`config.mk`:
```
export PLATFORM = sky130hd
export DESIGN_NAME = frame_serializer_flat
export DESIGN_NICKNAME = d
export VERILOG_FILES = /design/src/rtl/frame_serializer_if.sv /design/src/rtl/frame_serializer.sv /design/src/flat_wrapper.sv
export SDC_FILE = /design/constraint.sdc
export NUM_CORES = 1
export LEC_CHECK = 0
export BUFFER_PORTS_ARGS = -buffer_cell sky130_fd_sc_hd__buf_2
export CAP_MARGIN = 0
export CORE_MARGIN = 4
export CORE_UTILIZATION = 50
export DETAILED_ROUTE_END_ITERATION = 16
export GPL_ROUTABILITY_DRIVEN = 0
export PLACE_DENSITY = 0.81
export SLEW_MARGIN = 20
export SYNTH_ARGS = -nofsm -noshare
export SYNTH_HDL_FRONTEND = slang
export SYNTH_SLANG_ARGS = --single-unit
```
`constraint.sdc`:
```
create_clock -name clk -period 2.35 [get_ports clk]
set_input_delay 0 -clock clk [delete_from_list [all_inputs] [get_ports clk]]
set_output_delay 0 -clock clk [all_outputs]
set_load 0.03 [all_outputs]
```
`src/rtl/frame_serializer_if.sv`:
```
// Handshake/bus bundle between the control logic and the frame serializer.
interface frame_serializer_if #(
  parameter int unsigned MSG_W = 5,
  parameter int unsigned CNT_W = 3
);
  logic             send;
  logic [CNT_W-1:0] cnt;
  logic [MSG_W-1:0] msg;
  logic             ser_out;
  logic             busy;
  logic             done;
  logic             bit_tick;

  modport master (
    output send, cnt, msg,
    input  ser_out, busy, done, bit_tick
  );

  modport slave (
    input  send, cnt, msg,
    output ser_out, busy, done, bit_tick
  );
endinterface

```
`src/rtl/frame_serializer.sv`:
```
// Serializes a message word into preamble/data/[parity]/guard bits for the ASK/FSK modulator.
// Optional even-parity bit after the data is compiled in with FRAME_PARITY_EN.
module frame_serializer #(
  parameter int unsigned MSG_W   = 5,
  parameter int unsigned PRE_LEN = 3,
  parameter int unsigned CNT_W   = 3
) (
  input logic               clk,
  input logic               rst,
  frame_serializer_if.slave bus
);

  localparam int unsigned MAX_LEN = (PRE_LEN > MSG_W) ? PRE_LEN : MSG_W;
  localparam int unsigned IDX_W   = $clog2(MAX_LEN + 1);

`ifdef FRAME_PARITY_EN
  typedef enum logic [2:0] {IDLE, PRE, DATA, PAR, GUARD} state_t;
`else
  typedef enum logic [2:0] {IDLE, PRE, DATA, GUARD} state_t;
`endif

  state_t           state;
  logic             send_q;
  logic [MSG_W-1:0] msg_sh;
  logic [CNT_W-1:0] cnt_l;
  logic [CNT_W-1:0] tick;
  logic [IDX_W-1:0] bit_idx;
  logic [IDX_W-1:0] idx_nxt;
  logic             start_c;
`ifdef FRAME_PARITY_EN
  logic             par;
`endif

  assign idx_nxt = bit_idx + IDX_W'(1);
  assign start_c = bus.send & ~send_q;

  // Frame sequencer: tick counts down the current bit, bit_idx counts bits within a state.
  always_ff @(posedge clk) begin
    if (rst) begin
      state        <= IDLE;
      send_q       <= 1'b1;
      msg_sh       <= '0;
      cnt_l        <= '0;
      tick         <= '0;
      bit_idx      <= '0;
`ifdef FRAME_PARITY_EN
      par          <= 1'b0;
`endif
      bus.ser_out  <= 1'b0;
      bus.busy     <= 1'b0;
      bus.done     <= 1'b0;
      bus.bit_tick <= 1'b0;
    end else begin
      send_q       <= bus.send;
      bus.done     <= 1'b0;
      bus.bit_tick <= 1'b0;

      if (state == IDLE) begin
        bus.ser_out <= 1'b0;
        bus.busy    <= 1'b0;
        if (start_c) begin
          state        <= PRE;
          msg_sh       <= bus.msg;
          cnt_l        <= bus.cnt;
          tick         <= bus.cnt;
          bit_idx      <= '0;
`ifdef FRAME_PARITY_EN
          par          <= ^bus.msg;
`endif
          bus.ser_out  <= 1'b1;
          bus.busy     <= 1'b1;
          bus.bit_tick <= 1'b1;
        end
      end else if (tick != '0) begin
        tick <= tick - CNT_W'(1);
      end else begin
        // Bit boundary: reload the period and present the next bit.
        tick         <= cnt_l;
        bus.bit_tick <= 1'b1;
        case (state)
          PRE: begin
            if (bit_idx == IDX_W'(PRE_LEN - 1)) begin
              state       <= DATA;
              bit_idx     <= '0;
              bus.ser_out <= msg_sh[MSG_W-1];
              msg_sh      <= msg_sh << 1;
            end else begin
              bit_idx     <= idx_nxt;
              bus.ser_out <= ~idx_nxt[0];
            end
          end
          DATA: begin
            if (bit_idx == IDX_W'(MSG_W - 1)) begin
              bit_idx     <= '0;
`ifdef FRAME_PARITY_EN
              state       <= PAR;
              bus.ser_out <= par;
`else
              state       <= GUARD;
              bus.ser_out <= 1'b0;
`endif
            end else begin
              bit_idx     <= idx_nxt;
              bus.ser_out <= msg_sh[MSG_W-1];
              msg_sh      <= msg_sh << 1;
            end
          end
`ifdef FRAME_PARITY_EN
          PAR: begin
            state       <= GUARD;
            bus.ser_out <= 1'b0;
          end
`endif
          GUARD: begin
            state        <= IDLE;
            bus.ser_out  <= 1'b0;
            bus.busy     <= 1'b0;
            bus.done     <= 1'b1;
            bus.bit_tick <= 1'b0;
          end
          default: begin
            state        <= IDLE;
            bus.ser_out  <= 1'b0;
            bus.busy     <= 1'b0;
            bus.bit_tick <= 1'b0;
          end
        endcase
      end
    end
  end

endmodule

```
`src/flat_wrapper.sv`:
```
// flat-port wrapper written by rule: the top's interface ports become plain ports
module frame_serializer_flat 
#(
  parameter int unsigned MSG_W   = 5,
  parameter int unsigned PRE_LEN = 3,
  parameter int unsigned CNT_W   = 3
)
  (clk, rst, bus_send, bus_cnt, bus_msg, bus_ser_out, bus_busy, bus_done, bus_bit_tick);
  frame_serializer_if #(.MSG_W(MSG_W), .CNT_W(CNT_W)) bus_i ();
  input logic clk;
  input logic rst;
  input wire logic [$bits(bus_i.send)-1:0] bus_send;
  input wire logic [$bits(bus_i.cnt)-1:0] bus_cnt;
  input wire logic [$bits(bus_i.msg)-1:0] bus_msg;
  output wire logic [$bits(bus_i.ser_out)-1:0] bus_ser_out;
  output wire logic [$bits(bus_i.busy)-1:0] bus_busy;
  output wire logic [$bits(bus_i.done)-1:0] bus_done;
  output wire logic [$bits(bus_i.bit_tick)-1:0] bus_bit_tick;
  assign bus_i.send = bus_send;
  assign bus_i.cnt = bus_cnt;
  assign bus_i.msg = bus_msg;
  assign bus_ser_out = bus_i.ser_out;
  assign bus_busy = bus_i.busy;
  assign bus_done = bus_i.done;
  assign bus_bit_tick = bus_i.bit_tick;
  frame_serializer #(.MSG_W(MSG_W), .PRE_LEN(PRE_LEN), .CNT_W(CNT_W)) u_core (.clk(clk), .rst(rst), .bus(bus_i));
endmodule
```
==> results_dict.tcl, run 1 <==
set metrics [dict create \
    status "complete, no violations" \
    clk_path_buf_depth 2 \
    finalSetupTns_ns 0 \
    worstSetupPathType "reg -> reg" \
    max_freq_ghz 0.572 \
    antenna_found_initial 0 \
    fin_nets 172 \
    dr.first_iter.drc_count 22 \
    worstHoldPathType "in -> reg" \
    io_buffers 14 \
    hold_viol 0 \
    period_share_pct 74.3 \
    drt_wl_total_um 2330 \
    end_kind "register" \
    clock_sinks 21 \
    grt_pass1_wl_um 4130 \
    num-fill-cells 200 \
    clk_pin_slew_ns 0.12 \
    row_count 17 \
    grt_max_degree 28 \
    io_pins 15 \
    syn_nets 152 \
    via_count 1006 \
    fin_ws_ns 0.603 \
    ys_seq_area_share_pct 33.9 \
    post-cts-setup-buffers 0 \
    syn_area_per_cell_um2 9.40 \
    via_per_inst 5.62 \
    crit_chain "inv_1, ha_1, buf_4, a21oi_2, o221a_4, mux2_4" \
    synth-async-reset-ratio_pct 0 \
    crit_arrival_ns 1.96 \
    initial_utilization_pct 54.0 \
    grt_remaining_overflow 0 \
    cts_buffers 3 \
    crit_slowest_cell "dfxtp_1" \
    root_buffer "clkbuf_4" \
    synth_area_mm2 0.00124 \
    whs_ns 0.0394 \
    place_hpwl_um 1770 \
    path_buf_inv 2 \
    die_h_um 57.8 \
    ant_nets 0 \
    grt_usage_pct 15.4 \
    synth_cell_types 38 \
    h-tree-depth 1 \
    crit_family "compound AO/OA/AOI/OAI gates" \
    max_stage_delay_ns 0.37 \
    tightest_slew_ns 0.441 \
    finalSetupViolations 0 \
    irDropWorstVdd_mv 0.703 \
    grt_pass1_vias 1046 \
    coreArea_mm2 0.00230 \
    required_ns 2.56 \
    syn_to_final_growth_pct 12.8 \
    worstSetupStartpointType "register" \
    synth-edff-count 0 \
    synth-main-ff-cell "dfxtp_1" \
    die_area_mm2 0.00334 \
    max_slew_margin_pct 70.6 \
    ys_seq_elements 21 \
    drcViolationCount 0 \
    synth-warning-count 0 \
    clk_latency_ns 0.30 \
    total_leakage_power_nw 0.601 \
    power_density_mw_per_mm2 1030 \
    rsz0062_at_grt "no" \
    period_needed_ns 1.75 \
    slew_viol_final 0 \
    final_core_util_pct 60.9 \
    wire_per_inst_um 13.0 \
    finalPower_mw 1.44 \
    firstDrtPassIters 4 \
    layout-drive-gt1-share_pct 21.9 \
    path_max_fanout 19 \
    antenna_cells 0 \
    fin_skew_ns 0.00917 \
    cts_tree "done" \
    syn_inst 132 \
    die_w_um 57.8 \
    cap_viol_max_count 0 \
    pre_cts_ws_ns 0.600 \
]
[registers in the layout (all words and copies together) (netlist names)]
| register | count |
|---|---|
| u_core.bus.busy | 1 |
| u_core.state | 2 |
| u_core.bus.bit_tick | 1 |
| u_core.cnt_l | 3 |
| u_core.tick | 3 |
| u_core.bus.done | 1 |
| u_core.send_q | 1 |
| u_core.msg_sh | 5 |
| u_core.bit_idx | 3 |
| u_core.bus.ser_out | 1 |
[metal layers]
metal  up-vias  wire length (µm)  track usage (%)
li1        507                 -                -
met1       476               983             16.4
met2        17              1200             29.8
met3         6               102             2.23
met4         0                41             5.96
met5         -                 0                0
[report_power, final]
group / leakage (nW) / internal, mW / switching (mW)
Combinational: 0.412 / 0.348 / 0.441
Clock: 0.0177 / 0.0634 / 0.110
Sequential: 0.171 / 0.432 / 0.0487
[synth_stat cells (2+ instances only)]
library cell / n / area (µm²)
nand2b_1: 4 / 25.0
a21o_1: 2 / 15.0
ha_1: 9 / 113
mux2_1: 3 / 33.8
a21oi_2: 3 / 26.3
clkbuf_1: 2 / 7.51
nand3_1: 5 / 25.0
nor2b_1: 6 / 37.5
nor2_1: 9 / 33.8
nor3b_1: 3 / 22.5
o21ai_1: 3 / 15.0
o21ai_0: 2 / 10.0
inv_1: 7 / 26.3
dfxtp_1: 21 / 420
a31oi_1: 2 / 12.5
a211oi_1: 4 / 30.0
a21oi_1: 7 / 35.0
nand4b_1: 3 / 26.3
nand2_1: 10 / 37.5
mux2_2: 2 / 22.5
mux2i_1: 8 / 80.1
[layout by cell type, fill, tap and decap left out, drive strengths merged, types with 2 or more instances in the layout]
cell | netlist | layout
dfxtp | 21 | 21
buf | 3 | 15
nand2 | 10 | 10
a21oi | 10 | 10
nor2 | 9 | 9
ha | 9 | 9
mux2i | 8 | 8
inv | 7 | 7
nor2b | 6 | 6
nand2b | 6 | 6
mux2 | 6 | 6
nand3 | 5 | 5
dlygate4sd3 | 0 | 5
o21ai | 5 | 5
a211oi | 4 | 4
nor3b | 3 | 3
nand4b | 3 | 3
clkbuf | 2 | 3
a21o | 2 | 2
a31oi | 2 | 2
or2 | 2 | 2
[per-stage QoR]
step / area, µm² / instances
2_1_floorplan: 1240 / 132
3_3_place_gp: 1320 / 170
3_5_place_dp: 1320 / 170
4_1_cts: 1400 / 179
5_1_grt: 1400 / 179
6_report: 1400 / 179
[path summary, 6_finish.rpt]
| check | slack (ns) | to | from | cells after the start |
|---|---|---|---|---|
| max | 0.60 | u_core.msg_sh[2]$_SDFFE_PP0P_ | u_core.state[0]$_SDFFE_PP0P_ | 6 |
| min | 0.04 | u_core.msg_sh[1]$_SDFFE_PP0P_ | bus_msg[1] | 4 |
| max reg2reg | 0.60 | u_core.msg_sh[2]$_SDFFE_PP0P_ | u_core.state[0]$_SDFFE_PP0P_ | 6 |
| min reg2reg | 0.47 | u_core.cnt_l[2]$_SDFFE_PP0P_ | u_core.cnt_l[2]$_SDFFE_PP0P_ | 2 |
[what timing repair did]
action                                 CTS  global route
hold buffers                             5             0
endpoints found under the hold margin    5             0
gates resized for setup                  0             0
[final cells by class]
cell class | instances | area, µm² | area share, %
Clock inverter | 1 | 5.00 | 0.357
Sequential cell | 21 | 420 | 30.0
Inverter | 7 | 26.3 | 1.88
Tap cell | 28 | 35.0 | 2.50
Clock buffer | 3 | 22.5 | 1.61
Multi-Input combinational cell | 99 | 763 | 54.5
Timing Repair Buffer | 20 | 128 | 9.12
[worst reg2reg max path, stage by stage, from the launching register on]
cell and delay, ns:
dfxtp_1 0.37, inv_1 0.08, ha_1 0.25, buf_4 0.24
a21oi_2 0.22, o221a_4 0.21, mux2_4 0.29
[cells by family (layout without fill, tap and decap cells)]
group	count (synthesis)	in the layout	share of synthesized area [%]
muxes	14	14	12.2
adders and majority gates	9	9	9.07
and+or+nand+nor	47	47	22.8
DFF	21	21	33.9
AOI/OAI and AO/OA	29	29	17.4
buffers and inverters	12	31	4.64
No activity file was read; power rests on OpenSTA's default activity.
==> inputs of run 2 (changes only) <==
--- a/config.mk
+++ b/config.mk
@@ -5,13 +5,14 @@
 export SDC_FILE = /design/constraint.sdc
 export NUM_CORES = 1
 export LEC_CHECK = 0
+export ABC_AREA = 1
 export BUFFER_PORTS_ARGS = -buffer_cell sky130_fd_sc_hd__buf_2
 export CAP_MARGIN = 0
 export CORE_MARGIN = 4
 export CORE_UTILIZATION = 50
 export DETAILED_ROUTE_END_ITERATION = 16
 export GPL_ROUTABILITY_DRIVEN = 0
-export PLACE_DENSITY = 0.81
+export PLACE_DENSITY = 0.84
 export SLEW_MARGIN = 20
 export SYNTH_ARGS = -nofsm -noshare
 export SYNTH_HDL_FRONTEND = slang
==> constraint.sdc (replaced) <==
create_clock -name clk -period 1.4 [get_ports clk]
set_input_delay 0 -clock clk [delete_from_list [all_inputs] [get_ports clk]]
set_output_delay 0 -clock clk [all_outputs]
set_load 0.03 [all_outputs]
==> run 2 against run 1 <==
Against the previous run: the flow now finishes with violations (negative setup slack); setup slack worse by 0.66 ns; sequential share of layout area is 3.8 points lower; die area is 2.1% lower; fmax is 20% higher; sequential power is 83% higher; wire length is 50% higher; core utilization is 12 points higher; global-route usage is 3.5 points higher; synthesized cell count is 30% higher; first-iteration DRC count grew to 3.2 times the previous value.
==> results_dict.tcl, run 2 <==
set metrics [dict create \
    finalSetupTns_ns -0.0573 \
    comb_power_share_pct 63.2 \
    period_needed_ns 1.46 \
    wire_per_inst_um 15.0 \
    layout_commonest_cell "nand2_1" \
    ys_seq_elements 21 \
    synth_top_area_share_pct 34.7 \
    tightest_slew_ns 0.438 \
    yosysMostFrequentCell "nand2_1" \
    clk_pin_slew_ns 0.12 \
    path_depth 8 \
    grt_max_degree 15 \
    p_int_mw 1.71 \
    grt-busiest-layer "met2" \
    path_max_fanout 9 \
    synth_area_leaders "dfxtp_1, nand2_1, ha_1, inv_1, nor2_1" \
    grt_usage_pct 18.9 \
    via_count 1314 \
    initial_utilization_pct 53.7 \
    grt_pass1_wl_um 4930 \
    grt_remaining_overflow 0 \
    max_stage_delay_ns 0.35 \
    cts_buffers 3 \
    total_leakage_power_nw 0.708 \
    power_density_mw_per_mm2 1960 \
    violations "negative setup slack" \
    hold_start "bus_msg[0]" \
    synth-async-reset-ratio_pct 0 \
    clockPowerShare_pct 9.4 \
    synth_cell_types 26 \
    root_buffer "clkbuf_4" \
    synth-warning-count 0 \
    rr_worst_depth 8 \
    syn_to_final_growth_pct 35.3 \
    fin_ws_ns -0.0573 \
    fin_nets 226 \
    clock_sinks 21 \
    ys_seq_area_share_pct 34.7 \
    required_ns 1.62 \
    clk_path_buf_depth 2 \
    synth_common_cells "nand2_1, dfxtp_1, inv_1, nor2_1" \
    status "finished with violations" \
    crit_chain "inv_2, ha_4, inv_4, buf_4, a21boi_0, nand3_1, nand2_1, nor2_1" \
    crit_start "u_core.state[1]$_SDFFE_PP0P_" \
    firstDrtPassIters 6 \
    drcViolationCount 0 \
    ant_nets 0 \
    p_seq_share_pct 27.4 \
    top_register "u_core.msg_sh" \
    clk_latency_ns 0.31 \
    hold_viol 0 \
    grt_pass1_vias 1199 \
    crit_family "flip-flops" \
    worstSetupStartpointType "register" \
    period_share_pct 104 \
    netSwitchingFraction_pct 46.8 \
    place_hpwl_um 2070 \
    crit_arrival_ns 1.68 \
    p_switching_mw 1.50 \
    drt_wl_total_um 3490 \
    num-fill-cells 161 \
    met2_usage_pct 34.7 \
    io_buffers 14 \
    largest_reg_flops 5 \
    cts_tree "done" \
    syn_inst 172 \
    coreArea_mm2 0.00225 \
    synth_top_area_cell "dfxtp_1" \
    cap_viol_max_count 0 \
    finalSetupViolations 1 \
    final_core_util_pct 72.7 \
    slew_viol_final 0 \
    row_count 17 \
    irDropWorstVdd_mv 0.989 \
    io_pins 15 \
    layout-drive-gt1-share_pct 36.1 \
    dr.first_iter.drc_count 70 \
    worstSetupPathType "reg -> reg" \
    via_per_inst 5.64 \
    synth_area_mm2 0.00121 \
    h-tree-depth 1 \
    final_cell_mix "nand2_1, nor2_1, dfxtp_1" \
    path_buf_inv 3 \
    synth-main-ff-cell "dfxtp_1" \
    use_met3_pct 3.62 \
    die_area_mm2 0.00327 \
    hold_depth 5 \
    syn_nets 192 \
    end_kind "register" \
    crit_slowest_cell "dfxtp_2" \
    max_slew_margin_pct 70.7 \
    synth-edff-count 0 \
    fin_skew_ns 0.00522 \
    grtUsageMet1_pct 21.0 \
    rsz0062_at_grt "yes" \
    antenna_found_initial 0 \
    die_w_um 57.2 \
    timing.rr.start "u_core.state[1]$_SDFFE_PP0P_" \
    antenna_cells 0 \
    max_freq_ghz 0.686 \
    syn_area_per_cell_um2 7.04 \
    die_h_um 57.2 \
    worstHoldPathType "in -> reg" \
]
-- run 2: changes by cell type in the layout (fill, tap and decap cells not counted), moves of 5 or more --
cell	previous run	this run
buf_4	1	11
mux2i_1	8	0
o21ai_0	2	9
nand2_1	10	41
inv_1	7	12
nor2_1	9	17
inv_2	0	5
dfxtp_1	21	15
dfxtp_2	0	5
nor2_4	0	5
nor2b_1	6	0
ha_1	9	3
-- run 2: area by class of cell --
cell class / count / area (µm²) / share of cell area (%)
multi-input combinational: 127 / 835 / 50.9
sequential: 21 / 430 / 26.3
timing repair buffer: 31 / 213 / 13.0
inverter: 21 / 92.6 / 5.65
tap: 28 / 35.0 / 2.14
clock buffer: 3 / 22.5 / 1.37
timing repair inverter: 1 / 6.26 / 0.382
clock inverter: 1 / 5.00 / 0.305
-- run 2: cell families (layout without fill, tap and decap cells) --
family,Yosys count,in the layout,share of synthesized area (%)
AOI/OAI and AO/OA,31,31,14.3
adders and majority gates,9,9,9.30
buffers and inverters,25,57,8.78
DFF,21,21,34.7
and+or+nand+nor,85,86,32.2
xor gates and xnor gates,1,1,0.723
-- run 2: timing repair --
action | in CTS | in global routing
gates cloned | 0 | 2
resized for setup | 4 | 44
hold buffers | 5 | 1
hold endpoints to repair | 7 | 1
setup buffers | 0 | 5
setup endpoints to repair | 10 | 17
pin swaps | 0 | 9
-- run 2: stage by stage --
step                      cells  setup slack [ns]  hold WS, ns  cell area, µm²  total power [mW]
final                       233           -0.0573       0.0444            1640              3.21
after global routing        233            -0.193       0.0594            1640              3.45
after CTS                   225            0.0101      0.00160            1440              2.60
after detailed placement    216           -0.0334        0.230            1340              2.26
after global placement      216            0.0407        0.228            1340              2.18
after floorplan             172            0.0493        0.107            1220              1.94
-- run 2: power by group through the flow --
stage	registers [mW]	clock network [mW]	logic (mW)
floorplan	0.863	0	1.07
global placement	0.844	0	1.33
detailed placement	0.852	0	1.41
CTS	0.840	0.304	1.46
global route	0.905	0.336	2.21
finish	0.880	0.302	2.03
-- run 2: path summary, 6_finish.rpt --
path,end,slack [ns]
hold reg to reg,u_core.bus.busy$_SDFFE_PP0P_,0.49
setup / recovery,u_core.msg_sh[4]$_SDFFE_PP0P_,-0.06
setup reg to reg,u_core.msg_sh[4]$_SDFFE_PP0P_,-0.06
hold / removal,u_core.msg_sh[0]$_SDFFE_PP0P_,0.04
-- run 2: metal layers --
| layer | vias up | routed length (µm) |
|---|---|---|
| li1 | 614 | - |
| met1 | 618 | 1320 |
| met2 | 71 | 1850 |
| met3 | 11 | 239 |
| met4 | 0 | 81 |
| met5 | - | 0 |
-- run 2: tightest hold or removal path: cells and delay by family --
family	cells	cell delay [ns]
AND/OR/NAND/NOR	4	0.24
buffers and inverters	1	0.09
==> inputs of run 3 (changes only) <==
--- a/config.mk
+++ b/config.mk
@@ -10,9 +10,10 @@
 export CAP_MARGIN = 0
 export CORE_MARGIN = 4
 export CORE_UTILIZATION = 50
+export CTS_CLUSTER_SIZE = 12
 export DETAILED_ROUTE_END_ITERATION = 16
 export GPL_ROUTABILITY_DRIVEN = 0
-export PLACE_DENSITY = 0.84
+export PLACE_DENSITY = 0.73
 export SLEW_MARGIN = 20
 export SYNTH_ARGS = -nofsm -noshare
 export SYNTH_HDL_FRONTEND = slang
==> run 3 against run 2 <==
Against the previous run: the run now ends clean; clock-buffer cell count grew 1; fmax grew 7.4%; sequential cell count is the same; wire length shrank 15%; global-route usage shrank 1.1 points; critical path type unchanged; critical endpoint is now u_core.msg_sh[3]$_SDFFE_PP0P_; largest cell class unchanged; largest power group unchanged.
==> results_dict.tcl, run 3 (synthesized netlist as in run 2, its figures left out) <==
set metrics [dict create \
    status "complete, no violations" \
    max_slew_margin_pct 69.9 \
    path_max_fanout 6 \
    pre_cts_ws_ns -0.0177 \
    cap_viol_max_count 0 \
    die_h_um 57.2 \
    worstHoldPathType "in -> reg" \
    dpl_cell_area_mm2 0.00136 \
    clock_sinks 21 \
    via_count 1197 \
    whs_ns 0.0566 \
    slew_viol_final 0 \
    required_ns 1.61 \
    end_kind "register" \
    cts_buffers 3 \
    rr_worst_depth 8 \
    clk_pin_slew_ns 0.12 \
    largest_reg_flops 5 \
    clk_latency_ns 0.30 \
    path_depth 8 \
    cts_tree "done" \
    firstDrtPassIters 4 \
    hold_depth 5 \
    period_share_pct 96.9 \
    timing.rr.start "u_core.tick[0]$_SDFFE_PP0P_" \
    antenna_found_initial 0 \
    path_buf_inv 2 \
    finalPower_mw 2.80 \
    wire_per_inst_um 13.0 \
    place_hpwl_um 2060 \
    layout_commonest_cell "nand2_1" \
    coreArea_mm2 0.00225 \
    grt_pass1_wl_um 4700 \
    syn_to_final_growth_pct 26.2 \
    crit_arrival_ns 1.56 \
    root_buffer "clkbuf_4" \
    final_core_util_pct 67.8 \
    antenna_cells 0 \
    finalSetupTns_ns 0 \
    dp.cells 218 \
    drcViolationCount 0 \
    min_to "u_core.msg_sh[0]$_SDFFE_PP0P_" \
    finalSetupViolations 0 \
    r2r-end "u_core.msg_sh[3]$_SDFFE_PP0P_" \
    layout-drive-gt1-share_pct 28.4 \
    multiInputGateArea_um2 754 \
    period_needed_ns 1.36 \
    h-tree-depth 1 \
    grt_max_degree 15 \
    power_density_mw_per_mm2 1830 \
    worstSetupStartpointType "register" \
    drt_wl_total_um 2980 \
    total_leakage_power_nw 0.697 \
    fin_nets 222 \
    io_pins 15 \
    final_area_mm2 0.00153 \
    via_per_inst 5.23 \
    grt_usage_pct 17.8 \
    max_stage_delay_ns 0.34 \
    initial_utilization_pct 53.7 \
    crit_family "simple AND/OR/NAND/NOR gates" \
    worstSetupPathType "reg -> reg" \
    r2r_slack_ns 0.04 \
    clk_path_buf_depth 2 \
    fin_skew_ns 0.00331 \
    regArea_um2 425 \
    grt_remaining_overflow 0 \
    crit_chain "inv_1, ha_1, nand2_2, nand2_4, nand2_4, clkinv_4, a21oi_1, nor2_1" \
    die_w_um 57.2 \
    row_count 17 \
    hold_start "bus_msg[0]" \
    io_buffers 14 \
    top_register "u_core.msg_sh" \
    final_cell_mix "nand2_1, nor2_1, dfxtp_1" \
    num-fill-cells 193 \
    grt_pass1_vias 1115 \
    max_freq_ghz 0.737 \
    rsz0062_at_grt "yes" \
    crit_top_cell "nand2_4" \
    hold_viol 0 \
    irDropWorstVdd_mv 1.42 \
    fin_ws_ns 0.0433 \
    tightest_slew_ns 0.450 \
    ant_nets 0 \
    crit_slowest_cell "dfxtp_2" \
    finalNonFillerCells 229 \
    dr.first_iter.drc_count 40 \
    die_area_mm2 0.00327 \
]
## run 3: final cells by class
| class | instances | area share (%) |
|---|---|---|
| clock buffers | 4 | 1.72 |
| flip-flops and latches | 21 | 27.8 |
| well taps | 28 | 2.29 |
| repair buffers | 28 | 12.9 |
| multi-input cells | 126 | 49.3 |
| inverters | 21 | 5.48 |
| repair inverters | 1 | 0.409 |
## run 3: worst max path at each step
stage	from	end	slack, ns
after global placement	u_core.state[0]$_SDFFE_PP0P_	u_core.bus.busy$_SDFFE_PP0P_	0.03
after floorplan	u_core.state[0]$_SDFFE_PP0P_	u_core.msg_sh[0]$_SDFFE_PP0P_	0.05
after global routing	u_core.bit_idx[0]$_SDFFE_PP0P_	u_core.state[0]$_SDFFE_PP0P_	-0.05
after detailed placement	u_core.state[0]$_SDFFE_PP0P_	u_core.msg_sh[4]$_SDFFE_PP0P_	-0.02
final	u_core.tick[0]$_SDFFE_PP0P_	u_core.msg_sh[3]$_SDFFE_PP0P_	0.04
after CTS	u_core.state[0]$_SDFFE_PP0P_	u_core.msg_sh[4]$_SDFFE_PP0P_	0.007
## run 3: tightest hold or removal path, delay by kind of cell
family,cells,cell delay (ns)
buf+inv,1,0.10
simple gates,4,0.24
## run 3: what timing repair did
| item | 4_1_cts | 5_1_grt |
|---|---|---|
| endpoints found under the setup margin | 8 | 16 |
| buffers inserted | 0 | 0 |
| cloned | 0 | 1 |
| resized for setup | 3 | 27 |
| pin swaps | 1 | 5 |
| hold buffers | 5 | 1 |
| hold endpoints to repair | 7 | 1 |
## run 3: routing by layer
| layer | GRT usage, % | routed length, µm | vias to the layer above |
|---|---|---|---|
| met2 | 31.8 | 1530 | 33 |
| met1 | 21.8 | 1260 | 557 |
| met5 | 0 | 0 | - |
| li1 | - | - | 605 |
| met3 | 4.07 | 168 | 2 |
| met4 | 3.31 | 18 | 0 |
## run 3: power by group
group          switching [mW]  internal, mW  leakage, nW
sequential             0.0944         0.759        0.174
clock                   0.185         0.111       0.0150
combinational           0.998         0.650        0.508
